File: config.mk
export PLATFORM = sky130hd
export DESIGN_NAME = instruction_loader_flat
export DESIGN_NICKNAME = d
export VERILOG_FILES = /design/src/rtl/instruction_loader_pkg.sv /design/src/rtl/instruction_loader_if.sv /design/src/rtl/instruction_loader_byte_serializer.sv /design/src/rtl/instruction_loader.sv /design/src/flat_wrapper.sv
export SDC_FILE = /design/constraint.sdc
export NUM_CORES = 1
export LEC_CHECK = 0
export BUFFER_PORTS_ARGS = -buffer_cell sky130_fd_sc_hd__buf_2
export CORE_UTILIZATION = 38
export DETAILED_ROUTE_END_ITERATION = 16
export GPL_TIMING_DRIVEN = 1
export PLACE_DENSITY = 0.71
export SLEW_MARGIN = 20
export SYNTH_ARGS = -nofsm -noshare
export SYNTH_HDL_FRONTEND = slang
export SYNTH_SLANG_ARGS = --single-unit
File: constraint.sdc
create_clock -name CLK -period 1.5 [get_ports CLK]
set_input_delay 0.3 -clock CLK [delete_from_list [all_inputs] [get_ports CLK]]
set_output_delay 0.3 -clock CLK [all_outputs]
set_load 0.03 [all_outputs]
File: src/rtl/instruction_loader_pkg.sv
// Shared types and constants for the instruction loader
// and the instruction memory it fills.
package instruction_loader_pkg;

    typedef enum logic [1:0] {
        S_IDLE,
        S_ACCEPT,
        S_WRITE,
        S_DONE
    } state_t;

    localparam int BYTES_PER_WORD = 4;
    localparam int MEM_BYTES_DEF  = 64;

endpackage

File: src/rtl/instruction_loader_if.sv
// Word source / memory-write bundle of the instruction loader.
// master = word source side, slave = the loader itself.
interface instruction_loader_if
    import instruction_loader_pkg::*;
#(
    parameter int MEM_BYTES = MEM_BYTES_DEF
);

    localparam int AW = $clog2(MEM_BYTES);
    localparam int CW = $clog2(MEM_BYTES / BYTES_PER_WORD) + 1;

    logic          Start;
    logic [AW-1:0] BaseAddr;
    logic [31:0]   WordIn;
    logic          WordValid;
    logic          Last;
    logic          WordReady;
    logic          InsMemRW;
    logic [31:0]   IAddr;
    logic [7:0]    IDataOut;
    logic          Busy;
    logic          Done;
    logic          Overflow;
    logic [CW-1:0] WordCount;

    modport master (
        output Start, BaseAddr, WordIn, WordValid, Last,
        input  WordReady, InsMemRW, IAddr, IDataOut,
        input  Busy, Done, Overflow, WordCount
    );

    modport slave (
        input  Start, BaseAddr, WordIn, WordValid, Last,
        output WordReady, InsMemRW, IAddr, IDataOut,
        output Busy, Done, Overflow, WordCount
    );

endinterface

File: src/rtl/instruction_loader_byte_serializer.sv
// Splits a 32-bit word into four bytes, MSB first.
// The register drains to zero after the fourth byte.
module byte_serializer (
    input  logic        clk,
    input  logic        rst_n,
    input  logic        load,
    input  logic        shift,
    input  logic [31:0] word,
    output logic [7:0]  byte_out,
    output logic        last_byte
);

    logic [31:0] sreg;
    logic [1:0]  idx;

    // Capture a new word, or move the next byte into the top slot
    always_ff @(posedge clk or negedge rst_n) begin
        if (!rst_n) begin
            sreg <= '0;
            idx  <= '0;
        end else if (load) begin
            sreg <= word;
            idx  <= '0;
        end else if (shift) begin
            sreg <= {sreg[23:0], 8'h00};
            idx  <= idx + 2'd1;
        end
    end

    assign byte_out  = sreg[31:24];
    assign last_byte = (idx == 2'd3);

endmodule

File: src/rtl/instruction_loader.sv
// Loads a stream of 32-bit instruction words into a
// byte-wide instruction memory, big-endian, with wrap.
module instruction_loader
    import instruction_loader_pkg::*;
#(
    parameter int MEM_BYTES = MEM_BYTES_DEF
) (
    input logic           CLK,
    input logic           Reset,
    instruction_loader_if.slave bus
);

    localparam int AW = $clog2(MEM_BYTES);
    localparam int CW = $clog2(MEM_BYTES / BYTES_PER_WORD) + 1;
    localparam logic [CW-1:0] WORDS = CW'(MEM_BYTES / BYTES_PER_WORD);

    state_t        state;
    state_t        state_next;
    logic [AW-1:0] ptr;
    logic [CW-1:0] count;
    logic [CW-1:0] count_inc;
    logic          last_q;
    logic          ovf_q;
    logic          ready_q;
    logic          rw_q;
    logic          busy_q;
    logic          done_q;
    logic          hs;
    logic          full;
    logic          last_byte;
    logic [7:0]    byte_out;

    assign hs        = ready_q & bus.WordValid;
    assign count_inc = count + CW'(1);
    assign full      = (count_inc == WORDS);

    byte_serializer u_ser (
        .clk      (CLK),
        .rst_n    (Reset),
        .load     (hs),
        .shift    (state == S_WRITE),
        .word     (bus.WordIn),
        .byte_out (byte_out),
        .last_byte(last_byte)
    );

    // State register
    always_ff @(posedge CLK or negedge Reset) begin
        if (!Reset) state <= S_IDLE;
        else        state <= state_next;
    end

    // Next-state: Last beats a full memory when both coincide
    always_comb begin
        state_next = state;
        unique case (state)
            S_IDLE:   if (bus.Start) state_next = S_ACCEPT;
            S_ACCEPT: if (hs) state_next = S_WRITE;
            S_WRITE: begin
                if (last_byte) begin
                    if (last_q || full) state_next = S_DONE;
                    else                state_next = S_ACCEPT;
                end
            end
            S_DONE:   state_next = S_IDLE;
            default:  state_next = S_IDLE;
        endcase
    end

    // Registered outputs and session datapath
    always_ff @(posedge CLK or negedge Reset) begin
        if (!Reset) begin
            ptr     <= '0;
            count   <= '0;
            last_q  <= 1'b0;
            ovf_q   <= 1'b0;
            ready_q <= 1'b0;
            rw_q    <= 1'b0;
            busy_q  <= 1'b0;
            done_q  <= 1'b0;
        end else begin
            ready_q <= (state_next == S_ACCEPT);
            rw_q    <= (state_next == S_WRITE);
            busy_q  <= (state_next != S_IDLE);
            done_q  <= (state_next == S_DONE);
            if (state == S_IDLE && bus.Start) begin
                ptr   <= bus.BaseAddr & ~AW'(3);
                count <= '0;
                ovf_q <= 1'b0;
            end
            if (hs) last_q <= bus.Last;
            if (state == S_WRITE) begin
                ptr <= ptr + AW'(1);
                if (last_byte) begin
                    count <= count_inc;
                    if (!last_q && full) ovf_q <= 1'b1;
                end
            end
        end
    end

    assign bus.WordReady = ready_q;
    assign bus.InsMemRW  = rw_q;
    assign bus.IAddr     = {{(32 - AW){1'b0}}, ptr};
    assign bus.IDataOut  = byte_out;
    assign bus.Busy      = busy_q;
    assign bus.Done      = done_q;
    assign bus.Overflow  = ovf_q;
    assign bus.WordCount = count;

endmodule

File: src/flat_wrapper.sv
// flat-port wrapper written by rule: the top's interface ports become plain ports
module instruction_loader_flat import instruction_loader_pkg::*;
#(
    parameter int MEM_BYTES = MEM_BYTES_DEF
)
  (CLK, Reset, bus_Start, bus_BaseAddr, bus_WordIn, bus_WordValid, bus_Last, bus_WordReady, bus_InsMemRW, bus_IAddr, bus_IDataOut, bus_Busy, bus_Done, bus_Overflow, bus_WordCount);
  instruction_loader_if #(.MEM_BYTES(MEM_BYTES)) bus_i ();
  input logic CLK;
  input logic Reset;
  input wire logic [$bits(bus_i.Start)-1:0] bus_Start;
  input wire logic [$bits(bus_i.BaseAddr)-1:0] bus_BaseAddr;
  input wire logic [$bits(bus_i.WordIn)-1:0] bus_WordIn;
  input wire logic [$bits(bus_i.WordValid)-1:0] bus_WordValid;
  input wire logic [$bits(bus_i.Last)-1:0] bus_Last;
  output wire logic [$bits(bus_i.WordReady)-1:0] bus_WordReady;
  output wire logic [$bits(bus_i.InsMemRW)-1:0] bus_InsMemRW;
  output wire logic [$bits(bus_i.IAddr)-1:0] bus_IAddr;
  output wire logic [$bits(bus_i.IDataOut)-1:0] bus_IDataOut;
  output wire logic [$bits(bus_i.Busy)-1:0] bus_Busy;
  output wire logic [$bits(bus_i.Done)-1:0] bus_Done;
  output wire logic [$bits(bus_i.Overflow)-1:0] bus_Overflow;
  output wire logic [$bits(bus_i.WordCount)-1:0] bus_WordCount;
  assign bus_i.Start = bus_Start;
  assign bus_i.BaseAddr = bus_BaseAddr;
  assign bus_i.WordIn = bus_WordIn;
  assign bus_i.WordValid = bus_WordValid;
  assign bus_i.Last = bus_Last;
  assign bus_WordReady = bus_i.WordReady;
  assign bus_InsMemRW = bus_i.InsMemRW;
  assign bus_IAddr = bus_i.IAddr;
  assign bus_IDataOut = bus_i.IDataOut;
  assign bus_Busy = bus_i.Busy;
  assign bus_Done = bus_i.Done;
  assign bus_Overflow = bus_i.Overflow;
  assign bus_WordCount = bus_i.WordCount;
  instruction_loader #(.MEM_BYTES(MEM_BYTES)) u_core (.CLK(CLK), .Reset(Reset), .bus(bus_i));
endmodule
---- Word-level counts from Yosys, hierarchy flattened ----
Index checks and enable logic that the tools add are counted.
operators by class
  eq/ne operators ......................... 8
  $add $sub $neg .......................... 3
  bitwise gates (word level) .............. 1
  mux-type cells .......................... 18
  reduce and logical (&&, ||, !) cells .... 8
operators with widths
  cell                   count
  $mux W32               2
  $mux W5                3
  $mux W2                6
  $mux W6                2
  $eq A2 B2 Y1 const B   5
  $pmux W2 S4            1
  $add A6 B1 Y6 const B  1
  $reduce_bool A2 Y1     3
  $add A5 B1 Y5 const B  1
  $eq A5 B5 Y1 const B   1
  $eq A2 B1 Y1 const B   2
  $mux W1                4
  $add A2 B1 Y2 const B  1
  $logic_and A1 B1 Y1    2
  $logic_not A2 Y1       1
  $and A1 B1 Y1          1
  $logic_not A1 Y1       1
  $logic_or A1 B1 Y1     1
word-level totals
  logic and storage cells ................. 49
  register bits ........................... 53
  input port bits ......................... 43

---- Depth between registers and ports, before layout ----
  word-level depth ........................ 7
  depth in mapped cells ................... 6
  mapped depth without buffers ............ 6

---- Hierarchy ----
Synthesis repeated with hierarchy kept, for this count alone.
second synthesis, totals
  cell total of the unflattened synthesis .. 280
  area, all modules ....................... 2766.4 um^2
modules (own cells, without submodules)
  module              seq. area each (um^2)  area an instance (um^2)  instances  cells each
  byte_serializer     850.8                  1617.8                   1          154
  instruction_loader  475.5                  1148.6                   1          126

---- Worst setup path after synthesis ----
OpenSTA, ideal clock, no wires.
  path kind ............................... reg2reg
  start ................................... reg u_core.count[2], in the netlist u_core.bus.WordCount[2]
  end ..................................... reg u_core.rw_q, in the netlist u_core.bus.InsMemRW
  required time ........................... 1.381 ns
  cell stages (with the launch flop) ...... 6
  arrival time ............................ 1.275 ns
  period minus slack after synthesis ...... 1.394 ns
  slack ................................... 0.106 ns
  cells stage by stage .................... dfrtp_1 -> nand3_1 -> xnor2_1 -> o21a_1 -> inv_2 -> and2_1
between the ends
  longest elaborated chain between the ends .. 7
ends and longest elaborated chain
  item                            RTL line                  RTL
  start, declared                 instruction_loader.sv:20  logic [CW-1:0] count;
  start signal, assigned          instruction_loader.sv:95  count <= count_inc;
  $add A5 B1 Y5                   instruction_loader.sv:34  assign count_inc = count + CW'(1);
  $eq A5 B5 Y1                    instruction_loader.sv:35  assign full = (count_inc == WORDS);
  $logic_or A1 B1 Y1              instruction_loader.sv:61  if (last_q || full) state_next = S_DONE;
  $mux W2                         instruction_loader.sv:61
  $mux W2                         instruction_loader.sv:60  if (last_byte) begin
  $pmux W2 S4                     instruction_loader.sv:56  unique case (state)
  named net u_core.state_next[1]  instruction_loader.sv:18  state_t state_next;
  $eq A2 B2 Y1                    instruction_loader.sv:83  rw_q <= (state_next == S_WRITE);
  end signal, assigned            instruction_loader.sv:83
  end, declared                   instruction_loader.sv:25  logic rw_q;
The timed path passes the listed nets, and every way through them passes these cells.
A chain may end at the register's enable or synchronous reset.

---- Worst setup path in the final report ----
  start ................................... reg u_core.u_ser.idx[0]
  end ..................................... reg u_core.busy_q, in the netlist u_core.bus.Busy
between the ends
  longest elaborated chain between the ends .. 4
ends and longest elaborated chain
  item                    RTL line                                  RTL
  start, declared         instruction_loader_byte_serializer.sv:14  logic [1:0] idx;
  start signal, assigned  instruction_loader_byte_serializer.sv:26  idx <= idx + 2'd1;
  $eq A2 B2 Y1            instruction_loader_byte_serializer.sv:31  assign last_byte = (idx == 2'd3);
  $mux W2                 instruction_loader.sv:60
  $pmux W2 S4             instruction_loader.sv:56
  $reduce_bool A2 Y1      instruction_loader.sv:84                  busy_q <= (state_next != S_IDLE);
  end signal, assigned    instruction_loader.sv:84
  end, declared           instruction_loader.sv:26                  logic busy_q;
No other way between the ends.

==> results.yml <==
finish:
  post_layout_nonfiller_instances: 447
  syn2layout_area_growth_pct: 16.8
  diodes: 0
  drive_gt1_share_pct: 26.8
  final_nets: 396
pwr:
  ir_worst_vdd_uv: 579
  power.density_nw_per_um2: 1860
  p_leak_uw: 0.00157
hold_path:
  hold_path_class: "in2reg"
  min_to: "u_core.last_q"
  hold_depth: 3
  hp-start: "bus_Last"
yosys:
  ys_types: 40
  yosysMostFrequentCell: "nand2_1"
  ys_seq_area_share_pct: 49.6
  synth_xor_area_share_pct: 0.983
  synth_top_family_by_area: "simple AND/OR/NAND/NOR gates"
  ys_warn_count: 0
  synth.avg_cell_area_um2: 9.28
  synthAdderAreaFrac_pct: 1.40
  synth_top_area_share_pct: 49.6
  synth_area_leaders: "dfrtp_1 50%, buf_4 10%, nand2_1 8.6%"
  synth_compound_gate_area_share_pct: 15.8
  async_reset_ff_share_pct: 100
  synth.area.mux_share_pct: 1.17
  synth_seq_cells: 53
  synth_edf_count: 0
  netlist_instances: 288
  synth-simple-area-share_pct: 17.2
  yosys.area.top_type: "dfrtp_1"
  synth_area_um2: 2670
  synth_ff_type: "dfrtp_1"
  synth_common_cells: "61 x nand2_1, 53 x dfrtp_1, 37 x buf_4"
cts:
  clockBufferDepth: 2
  h-tree-depth: 2
  clk_latency_ns: 0.31
  clkSinkCount: 53
  clockRootBuffer: "clkbuf_8"
  clk_pin_slew_ns: 0.11
  cts_tree: "yes"
  cts-buffers-inserted: 5
grt:
  met3_usage_pct: 3.08
  met2_usage_pct: 24.2
  gr-total-overflow: 0
  gr-usage-all-layers_pct: 15.4
  grt_antenna_before_repair: 0
  top_usage_layer: "met2"
  grt_start_max_net_pins: 54
  grt_pass1_wl_um: 8960
  grt_use_met1_pct: 21.6
  grt_pass1_vias: 1895
floorplan:
  num_rows: 30
  core-area_um2: 6790
  fp.dieArea_um2: 7380
  initial_utilization_pct: 39.4
  ios: 93
  die_x_um: 85.9
  die_h_um: 85.9
worst_setup_path:
  required_ns: 1.70
  worst_path_dominant_cell_family: "flip-flops"
  path_class: "reg2reg"
  r2r_end: "u_core.bus.Busy"
  worstReg2RegStart: "u_core.u_ser.idx[0]"
  worst-endpoint-arrival_ns: 1.58
  critPathBufInv: 1
  reg2reg_slack_ns: 0.12
  cp_cell_sequence: "ha_2 > inv_1 > nor2_1 > a221oi_4 > nand2_1"
  crit_slowest_cell: "dfrtp_1"
  crit_start: "u_core.u_ser.idx[0]"
  max_stage_delay_ns: 0.40
  cp-end-kind: "flip-flop"
  worstRegToRegCells: 5
  worstSetupStartpointType: "flip-flop"
  crit_fanout: 5
sta:
  finalSetupViolCount: 0
  clock_skew_ns: 0.0107
  setup_slack_ns: 0.115
  min_period_over_period_pct: 92.3
  timing.fmax_mhz: 722
  hold_violations: 0
  rsz0062_at_grt: "yes"
  fin_crit_ns: 1.38
  drv_slew: 0
routing:
  via_per_inst: 4.80
  first_pass_iters: 4
  ant_nets: 0
  wl_per_cell_um: 12.5
  drtIter0Drc: 127
  routed_wl_um: 5580
  route.detailed.drc: 0
  vias: 2145
place:
  gp_congestion: 0.869
  dp.cells: 436
  post-place-ws_ns: 0.0198
  numPortBuffers: 64
  hpwl_um: 3960
job:
  maxCapViolCount: 0
outcome:
  status: "finished clean"
-- final cells by class --
type / instances / area, um2
Tap cell: 96 / 120
Multi-Input combinational cell: 206 / 1090
Fill cell: 667 / 3670
Sequential cell: 53 / 1330
Clock buffer: 5 / 68.8
Inverter: 7 / 30.0
Timing Repair Buffer: 77 / 458
Clock inverter: 3 / 26.3
-- metrics by stage --
step           TNS, ns  cell area [um2]  power (uW)  hold WS (ns)  utilization (%)
2_1_floorplan        0             2770        4430       0.00441                -
5_1_grt        -0.0348             3120        6250         0.159             45.9
3_5_place_dp         0             2980        4950         0.318             43.9
3_3_place_gp         0             2980        4850         0.316             43.9
4_1_cts              0             3090        5800         0.170             45.4
6_report             0             3120        5820         0.173             45.9
-- report_power, final --
| group | leakage (uW) | internal (uW) | switching, uW |
|---|---|---|---|
| Combinational | 0.000878 | 959 | 1610 |
| Clock | 0.0000487 | 341 | 500 |
| Sequential | 0.000645 | 2040 | 372 |
| Total | 0.00157 | 3340 | 2480 |
-- flip-flops by register name (all words and copies together), names as in the netlist, 2 cells and up --
register and cells:
u_core.bus.WordCount 5, u_core.ptr 6, u_core.state 2, u_core.u_ser.idx 2
u_core.u_ser.sreg 32
-- per-layer routing --
metal,up-vias,wire length (um)
met4,0,51
met5,-,0
met2,56,2700
li1,1048,-
met1,1037,2650
met3,4,180
-- layout by cell type, fill, tap and decap left out, drive strengths merged --
| cell type | n |
|---|---|
| clkinv | 2 |
| inv | 7 |
| o22ai | 1 |
| dlygate4sd3 | 1 |
| mux2i | 2 |
| dfrtp | 53 |
| nand2b | 2 |
| and3 | 1 |
| mux2 | 1 |
| a21oi | 4 |
| nand4 | 2 |
| and2b | 1 |
| xnor2 | 2 |
| buf | 76 |
| o22a | 1 |
| ha | 3 |
| nand3 | 5 |
| nor2b | 1 |
| nand2 | 62 |
| o31ai | 1 |
| a22o | 14 |
| clkinvlp | 1 |
| o21ai | 8 |
| clkbuf | 5 |
| o21a | 1 |
| nor3 | 2 |
| conb | 26 |
| nor2 | 33 |
| and2 | 2 |
| a311oi | 1 |
| o32ai | 1 |
| a31oi | 24 |
| a22oi | 2 |
| a221oi | 2 |
| xor2 | 1 |
-- worst max path at each step --
stage	endpoint	slack, ns	cells after the start
2_1_floorplan	u_core.bus.InsMemRW	0.11	5
3_3_place_gp	u_core.bus.InsMemRW	0.09	5
3_5_place_dp	u_core.bus.Busy	0.02	5
4_1_cts	u_core.bus.Busy	0.007	5
5_1_grt	u_core.bus.Busy	-0.02	5
6_report	u_core.bus.Busy	0.12	5
-- cells by family (layout without fill, tap and decap cells) --
kind of cell	after synthesis	count (layout)
other	1	26
XOR/XNOR	3	3
multiplexers	3	3
AO/OA/AOI/OAI	60	60
flip-flops	53	53
buffers and inverters	54	92
adder cells (fa/ha/maj)	3	3
AND/OR/NAND/NOR	111	111
-- worst min-delay path, cell delays in order --
cell	delay, ns
buf_2	0.08
nand2_1	0.04
nand2_1	0.04
-- what timing repair did --
action / in CTS / in global routing
gates resized for setup: 0 / 5
setup buffers: 0 / 2
setup endpoints to repair: 0 / 17
hold buffers: 1 / 0
hold endpoints to repair: 53 / 0
Power figures use the tool's default switching activity.
